[src/rtl/pipeline_multiplication.sv]
// rtl/pipeline_multiplication.sv - pipelined shift-add multiply-accumulate: dividend = quotient * divisor + remainder
//
// Rebuilds a dividend from a divider's quotient/remainder pair. One operand set
// is accepted per clock; results emerge QUOTIENT_WIDTH+1 clocks later in order.
//
// Ports:
//   clk_i        clock, rising edge
//   rst_i        asynchronous active-high reset, clears every pipeline register
//   quotient_i   multiplier operand (unsigned, QUOTIENT_WIDTH)
//   divisor_i    multiplicand operand (unsigned, DIVISOR_WIDTH)
//   remainder_i  addend (unsigned, DIVISOR_WIDTH)
//   valid_i      operand set valid this cycle
//   dividend_o   quotient*divisor+remainder, exact (QUOTIENT_WIDTH+DIVISOR_WIDTH)
//   fits_o       result fits in QUOTIENT_WIDTH bits
//   rem_ok_o     captured remainder < captured divisor
//   valid_o      outputs valid this cycle

module pipeline_multiplication #(
    parameter int QUOTIENT_WIDTH = 8,
    parameter int DIVISOR_WIDTH  = 8
) (
    input  logic                                    clk_i,
    input  logic                                    rst_i,
    input  logic [QUOTIENT_WIDTH-1:0]               quotient_i,
    input  logic [DIVISOR_WIDTH-1:0]                divisor_i,
    input  logic [DIVISOR_WIDTH-1:0]                remainder_i,
    input  logic                                    valid_i,
    output logic [QUOTIENT_WIDTH+DIVISOR_WIDTH-1:0] dividend_o,
    output logic                                    fits_o,
    output logic                                    rem_ok_o,
    output logic                                    valid_o
);

    localparam int QW = QUOTIENT_WIDTH;
    localparam int DW = DIVISOR_WIDTH;
    localparam int AW = QUOTIENT_WIDTH + DIVISOR_WIDTH;

    // Stage k holds the sum of remainder and the partial products of quotient
    // bits [k-1:0]. Quotient/divisor copies are only needed up to stage QW-1.
    logic [AW-1:0] acc_q  [0:QW];
    logic [QW-1:0] quo_q  [0:QW-1];
    logic [DW-1:0] div_q  [0:QW-1];
    logic          ok_q   [0:QW];
    logic          vld_q  [0:QW];

    // Partial product for stage k: divisor, zero-extended to the accumulator
    // width, shifted to the weight of quotient bit k-1.
    logic [AW-1:0] addend [1:QW];

    for (genvar k = 1; k <= QW; k++) begin : g_addend
        assign addend[k] = quo_q[k-1][k-1]
                         ? ({{QW{1'b0}}, div_q[k-1]} << (k - 1))
                         : '0;
    end

    always_ff @(posedge clk_i or posedge rst_i) begin
        if (rst_i) begin
            for (int k = 0; k <= QW; k++) begin
                acc_q[k] <= '0;
                ok_q[k]  <= 1'b0;
                vld_q[k] <= 1'b0;
            end
            for (int k = 0; k < QW; k++) begin
                quo_q[k] <= '0;
                div_q[k] <= '0;
            end
            dividend_o <= '0;
            fits_o     <= 1'b0;
            rem_ok_o   <= 1'b0;
            valid_o    <= 1'b0;
        end else begin
            // Input capture is unconditional; valid alone qualifies the data.
            acc_q[0] <= {{QW{1'b0}}, remainder_i};
            quo_q[0] <= quotient_i;
            div_q[0] <= divisor_i;
            ok_q[0]  <= (remainder_i < divisor_i);
            vld_q[0] <= valid_i;

            for (int k = 1; k <= QW; k++) begin
                // Max sum is 2^QW*(2^DW-1), so the add never carries out of AW.
                acc_q[k] <= acc_q[k-1] + addend[k];
                ok_q[k]  <= ok_q[k-1];
                vld_q[k] <= vld_q[k-1];
            end
            for (int k = 1; k < QW; k++) begin
                quo_q[k] <= quo_q[k-1];
                div_q[k] <= div_q[k-1];
            end

            dividend_o <= acc_q[QW];
            fits_o     <= (acc_q[QW][AW-1:QW] == '0);
            rem_ok_o   <= ok_q[QW];
            valid_o    <= vld_q[QW];
        end
    end

endmodule
[config.mk]
export PLATFORM = sky130hd
export DESIGN_NAME = pipeline_multiplication
export DESIGN_NICKNAME = d
export VERILOG_FILES = /design/src/rtl/pipeline_multiplication.sv
export SDC_FILE = /design/constraint.sdc
export NUM_CORES = 1
export LEC_CHECK = 0
export ABC_AREA = 1
export ABC_CLOCK_PERIOD_IN_PS = 11300
export BUFFER_PORTS_ARGS = -buffer_cell sky130_fd_sc_hd__buf_2
export CAP_MARGIN = 20
export CORE_ASPECT_RATIO = 0.5
export CORE_UTILIZATION = 63
export CTS_BUF_LIST = sky130_fd_sc_hd__clkbuf_8
export DETAILED_ROUTE_END_ITERATION = 8
export GPL_TIMING_DRIVEN = 0
export PLACE_DENSITY_LB_ADDON = 0.08
export SETUP_SLACK_MARGIN = 0.3
export SYNTH_ARGS = -nofsm -noshare
export SYNTH_HDL_FRONTEND = slang
export SYNTH_SLANG_ARGS = --single-unit
[constraint.sdc]
create_clock -name clk_i -period 11.3 [get_ports clk_i]
set_clock_uncertainty 0.15 [all_clocks]
set_input_delay 1.695 -clock clk_i [delete_from_list [all_inputs] [get_ports clk_i]]
set_output_delay 1.695 -clock clk_i [all_outputs]
set_load 0.02 [all_outputs]
## Word level (Yosys, flattened, before mapping)

Index checks and enable logic that the tools add are counted.

- $lt $le $gt $ge: 1
- Reduce and logical (&&, ||, !) cells: 1
- Add/sub/neg operators: 8
- Mux-type cells: 8

Operator list:

| operator | count |
|---|---|
| 16-bit by 10-bit adder with 16-bit output | 1 |
| 16-bit by 11-bit adder with 16-bit output | 1 |
| 16-bit by 12-bit adder with 16-bit output | 1 |
| 16-bit by 13-bit adder with 16-bit output | 1 |
| 16-bit by 14-bit adder with 16-bit output | 1 |
| 16-bit by 15-bit adder with 16-bit output | 1 |
| 15-bit two-way mux | 1 |
| 14-bit two-way mux | 1 |
| 13-bit two-way mux | 1 |
| 12-bit two-way mux | 1 |
| 11-bit two-way mux | 1 |
| 9-bit by 9-bit adder with 10-bit output | 1 |
| 10-bit two-way mux | 1 |
| 8-bit by 8-bit adder with 9-bit output | 1 |
| 9-bit two-way mux | 1 |
| 8-bit logical NOT | 1 |
| 8-bit < comparator | 1 |
| 8-bit two-way mux | 1 |

- Word-level logic and storage cells: 65
- Bits in registers: 294
- Bits of input ports: 27
- Output and inout port bits: 19

## Depth between registers and ports, before layout

- Depth after elaboration: 2
- Gate-level depth with buffers: 11

## Worst setup path before layout

OpenSTA, ideal clock, no wires.

- Path kind: input port to flip-flop
- Start point: input divisor_i[5]
- End point: register ok_q[8] (netlist name)
- Data arrival time: 2300 ps
- Data required time: 11073 ps
- Buffers on the path: 0
- Setup slack: 8772 ps
- Library setup time: 77 ps
- Stages on the path: 5
- Path through: inv_1 ha_1 a21oi_1 o21ai_0 a21oi_1

- Longest elaborated chain between the ends: 1

Ends and longest elaborated chain:

| item | RTL line | source |
|---|---|---|
| from (decl) | 25 | `input logic [DIVISOR_WIDTH-1:0] divisor_i,` |
| 8-bit < comparator | 76 | `ok_q[0] <= (remainder_i < divisor_i);` |
| to (signal, indexed assignment) | 82 | `ok_q[k] <= ok_q[k-1];` |
| to (decl) | 43 | `logic ok_q [0:QW];` |

Every way passes these cells.

## Worst setup path after layout

- Start point: register dividend_o[0]
- End point: output dividend_o[0]

RTL lines:

| item | RTL line | source |
|---|---|---|
| from (decl) | 28 | `output logic [QUOTIENT_WIDTH+DIVISOR_WIDTH-1:0] dividend_o,` |
| from (signal assigned) | 90 | `dividend_o <= acc_q[QW];` |

No word-level cell between the ends.

==> impl_metrics.yaml <==
run_status:
  status: "finished clean"
critical_path:
  reg2reg_setup_slack_ns: 9.22
  r2r.worst_path.cells: 11
  endpoint_kind: "output pin"
  required_ns: 9.46
  cp.buffers_inverters: 1
  crit_chain: "buf_2"
  cp_top_family: "flip-flops"
  critPathArrivalTime_ns: 1.03
  max_stage_delay_ns: 0.37
  worst_path_max_delay_cell: "dfrtp_1"
  worstSetupPathType: "flop to output pin"
  path_depth: 1
  crit_path_start_kind: "flop"
  crit_fanout: 1
placement:
  place_inst: 1124
  gp_congestion: 0.8359
  port_buffers: 45
  dp_hpwl_um: 8847
synth:
  synth_edf_count: 0
  netlist_instances: 880
  syn_avg_cell_area_um2: 10.83
  yosysMostFrequentCell: "nand2_1"
  synth_nets: 986
  yosysSeqAreaShare_pct: 64.32
  synth.ff_latch_count: 245
  synthArstFlopShare_pct: 100.0
  synthTopCellsByArea: "dfrtp_1 (64%), nand2_1 (11%), ha_1 (9.3%), inv_1 (5.8%), a21oi_1 (1.9%)"
  synth_top_cell_by_area: "dfrtp_1"
  synth_area_mm2: 0.009532
  yosysWarnings: 0
  synth_ff_type: "dfrtp_1"
  ys_types: 16
  synth_commonest_cells: "nand2_1 (271), dfrtp_1 (245), inv_1 (147)"
  synth_top_cell_area_share_pct: 64.32
final_layout:
  syn_to_final_growth_pct: 13.22
  num-nets-final: 1068
  fill_cells: 1021
  drive_gt1_share_pct: 10.04
  diodes: 0
  stdcell_count: 1184
  final_util_pct: 73.80
power_and_ir_drop:
  p_leak_nw: 6.161
  vdd_drop_max_uv: 97.24
  finalPower_w: 0.002365
  power.density_mw_per_mm2: 219.1
floorplan:
  die_width_um: 176.0
  coreArea_mm2: 0.01462
  fp-row-count: 31
  pin_count: 46
  start_util_pct: 65.18
  die_h_um: 88.98
  dieArea_mm2: 0.01566
global_routing:
  grt_max_degree: 144
  grt_pass1_vias: 5564
  grt_pass1_wl_um: 23380
  track_usage_pct: 18.83
  overflow: 0
  grt_antenna_before_repair: 0
cts:
  cts_max_path_buffers: 3
  cts_hold_buf: 0
  clkSinkCount: 245
  cts_tree: "built"
  postCtsSetupRepairBufs: 0
  clock_latency_ns: 0.50
  clk_pin_slew_ns: 0.07
  ctsResizeCount: 0
  ctsHtreeMaxLevel: 2
  cts_root_buf: "clkbuf_8"
  cts_inserted_buffers: 34
detailed_routing:
  dr_wl_met3_um: 596
  vias_per_cell: 4.745
  ant_nets: 0
  drt_first_pass_iters: 4
  vias: 5618
  met1_length_um: 5439
  wl_per_cell_um: 11.02
  drt_iter0_markers: 188
  top_layer: "met4"
  wirelength_um: 13050
  drc_errors: 0
  wl_met2_um: 6735
sta:
  hold_viol: 0
  fin_crit_sh_pct: 25.43
  whs_ns: 0.1943
  slew_viol_final: 0
  fin_tns_setup_ns: 0
  setup_viol: 0
  rsz0062_at_grt: "no"
  max_slew.worst_pin.slew_ns: 0.6905
  fin_crit_ns: 2.873
  max_freq_mhz: 348.1
  relSlewSlack_pct: 53.97
min_path:
  hold_class: "flop to flop"
  holdPathStages: 0
flow_run:
  maxCapViolations: 0
==> layer usage <==
layer	up-vias	track usage [%]
li1	2848	-
met1	2635	21.25
met2	104	35.11
met3	31	4.677
met4	0	7.905
met5	-	0
==> through the flow <==
step	worst slack, ns	cell area (um^2)
after floorplan	2.725	9532
after global placement	0.8388	10000
after detailed placement	8.183	10040
after CTS	8.394	10790
after global routing	8.386	10790
final	8.427	10790
==> report_power, final <==
group / internal (W) / switching (W)
clock: 0.000415 / 0.000306
combinational: 0.000203 / 0.000313
sequential: 0.00106 / 0.0000640
==> cell families after synthesis <==
group | share of synthesized area (%)
DFF | 64.32
AOI/OAI and AO/OA | 1.943
and+or+nand+nor | 14.43
xor gates and xnor gates | 2.205
adders and majority gates | 11.00
buffers and inverters | 6.104
==> placed cells by master, fill, tap and decap left out, types with 2 or more instances in the layout <==
cell type	netlist	layout
fa_1	8	8
inv_1	147	154
ha_1	71	71
dfrtp_1	245	245
nand2_1	271	271
nand3_1	33	33
xnor2_1	8	8
xor2_1	16	16
nor4_1	2	2
nand3b_1	8	8
clkbuf_1	8	8
clkinv_2	0	3
bufinv_16	0	2
or2_1	8	8
clkbuf_8	0	47
buf_2	0	45
a21oi_1	36	36
nor2_1	17	17
==> state kept, by name, indices dropped and copies added, names as in the netlist <==
signal / flops
rem_ok_o: 1
dividend_o: 16
div_q: 64
quo_q: 36
fits_o: 1
valid_o: 1
vld_q: 9
ok_q: 9
acc_q: 108
==> final cells by class <==
class                      count  area [um^2]  share of cell area [%]
buffer                         8        30.03                  0.2783
sequential                   245         6131                   56.81
multi-input combinational    480         2819                   26.12
clock buffer                  47        646.9                   5.994
tap                          198        247.7                   2.296
inverter                     147        559.3                   5.183
clock inverter                13        105.1                  0.9739
timing repair buffer          46        252.7                   2.342
==> final timing paths <==
kind                                     from            end
worst max register to register      quo_q[21]      acc_q[45]
min in group asynchronous               rst_i  dividend_o[6]
worst min-delay path                  ok_q[6]        ok_q[5]
max in group asynchronous               rst_i      acc_q[85]
worst max-delay path            dividend_o[0]  dividend_o[0]
worst min register to register        ok_q[6]        ok_q[5]
No activity file was read; power rests on OpenSTA's default activity.
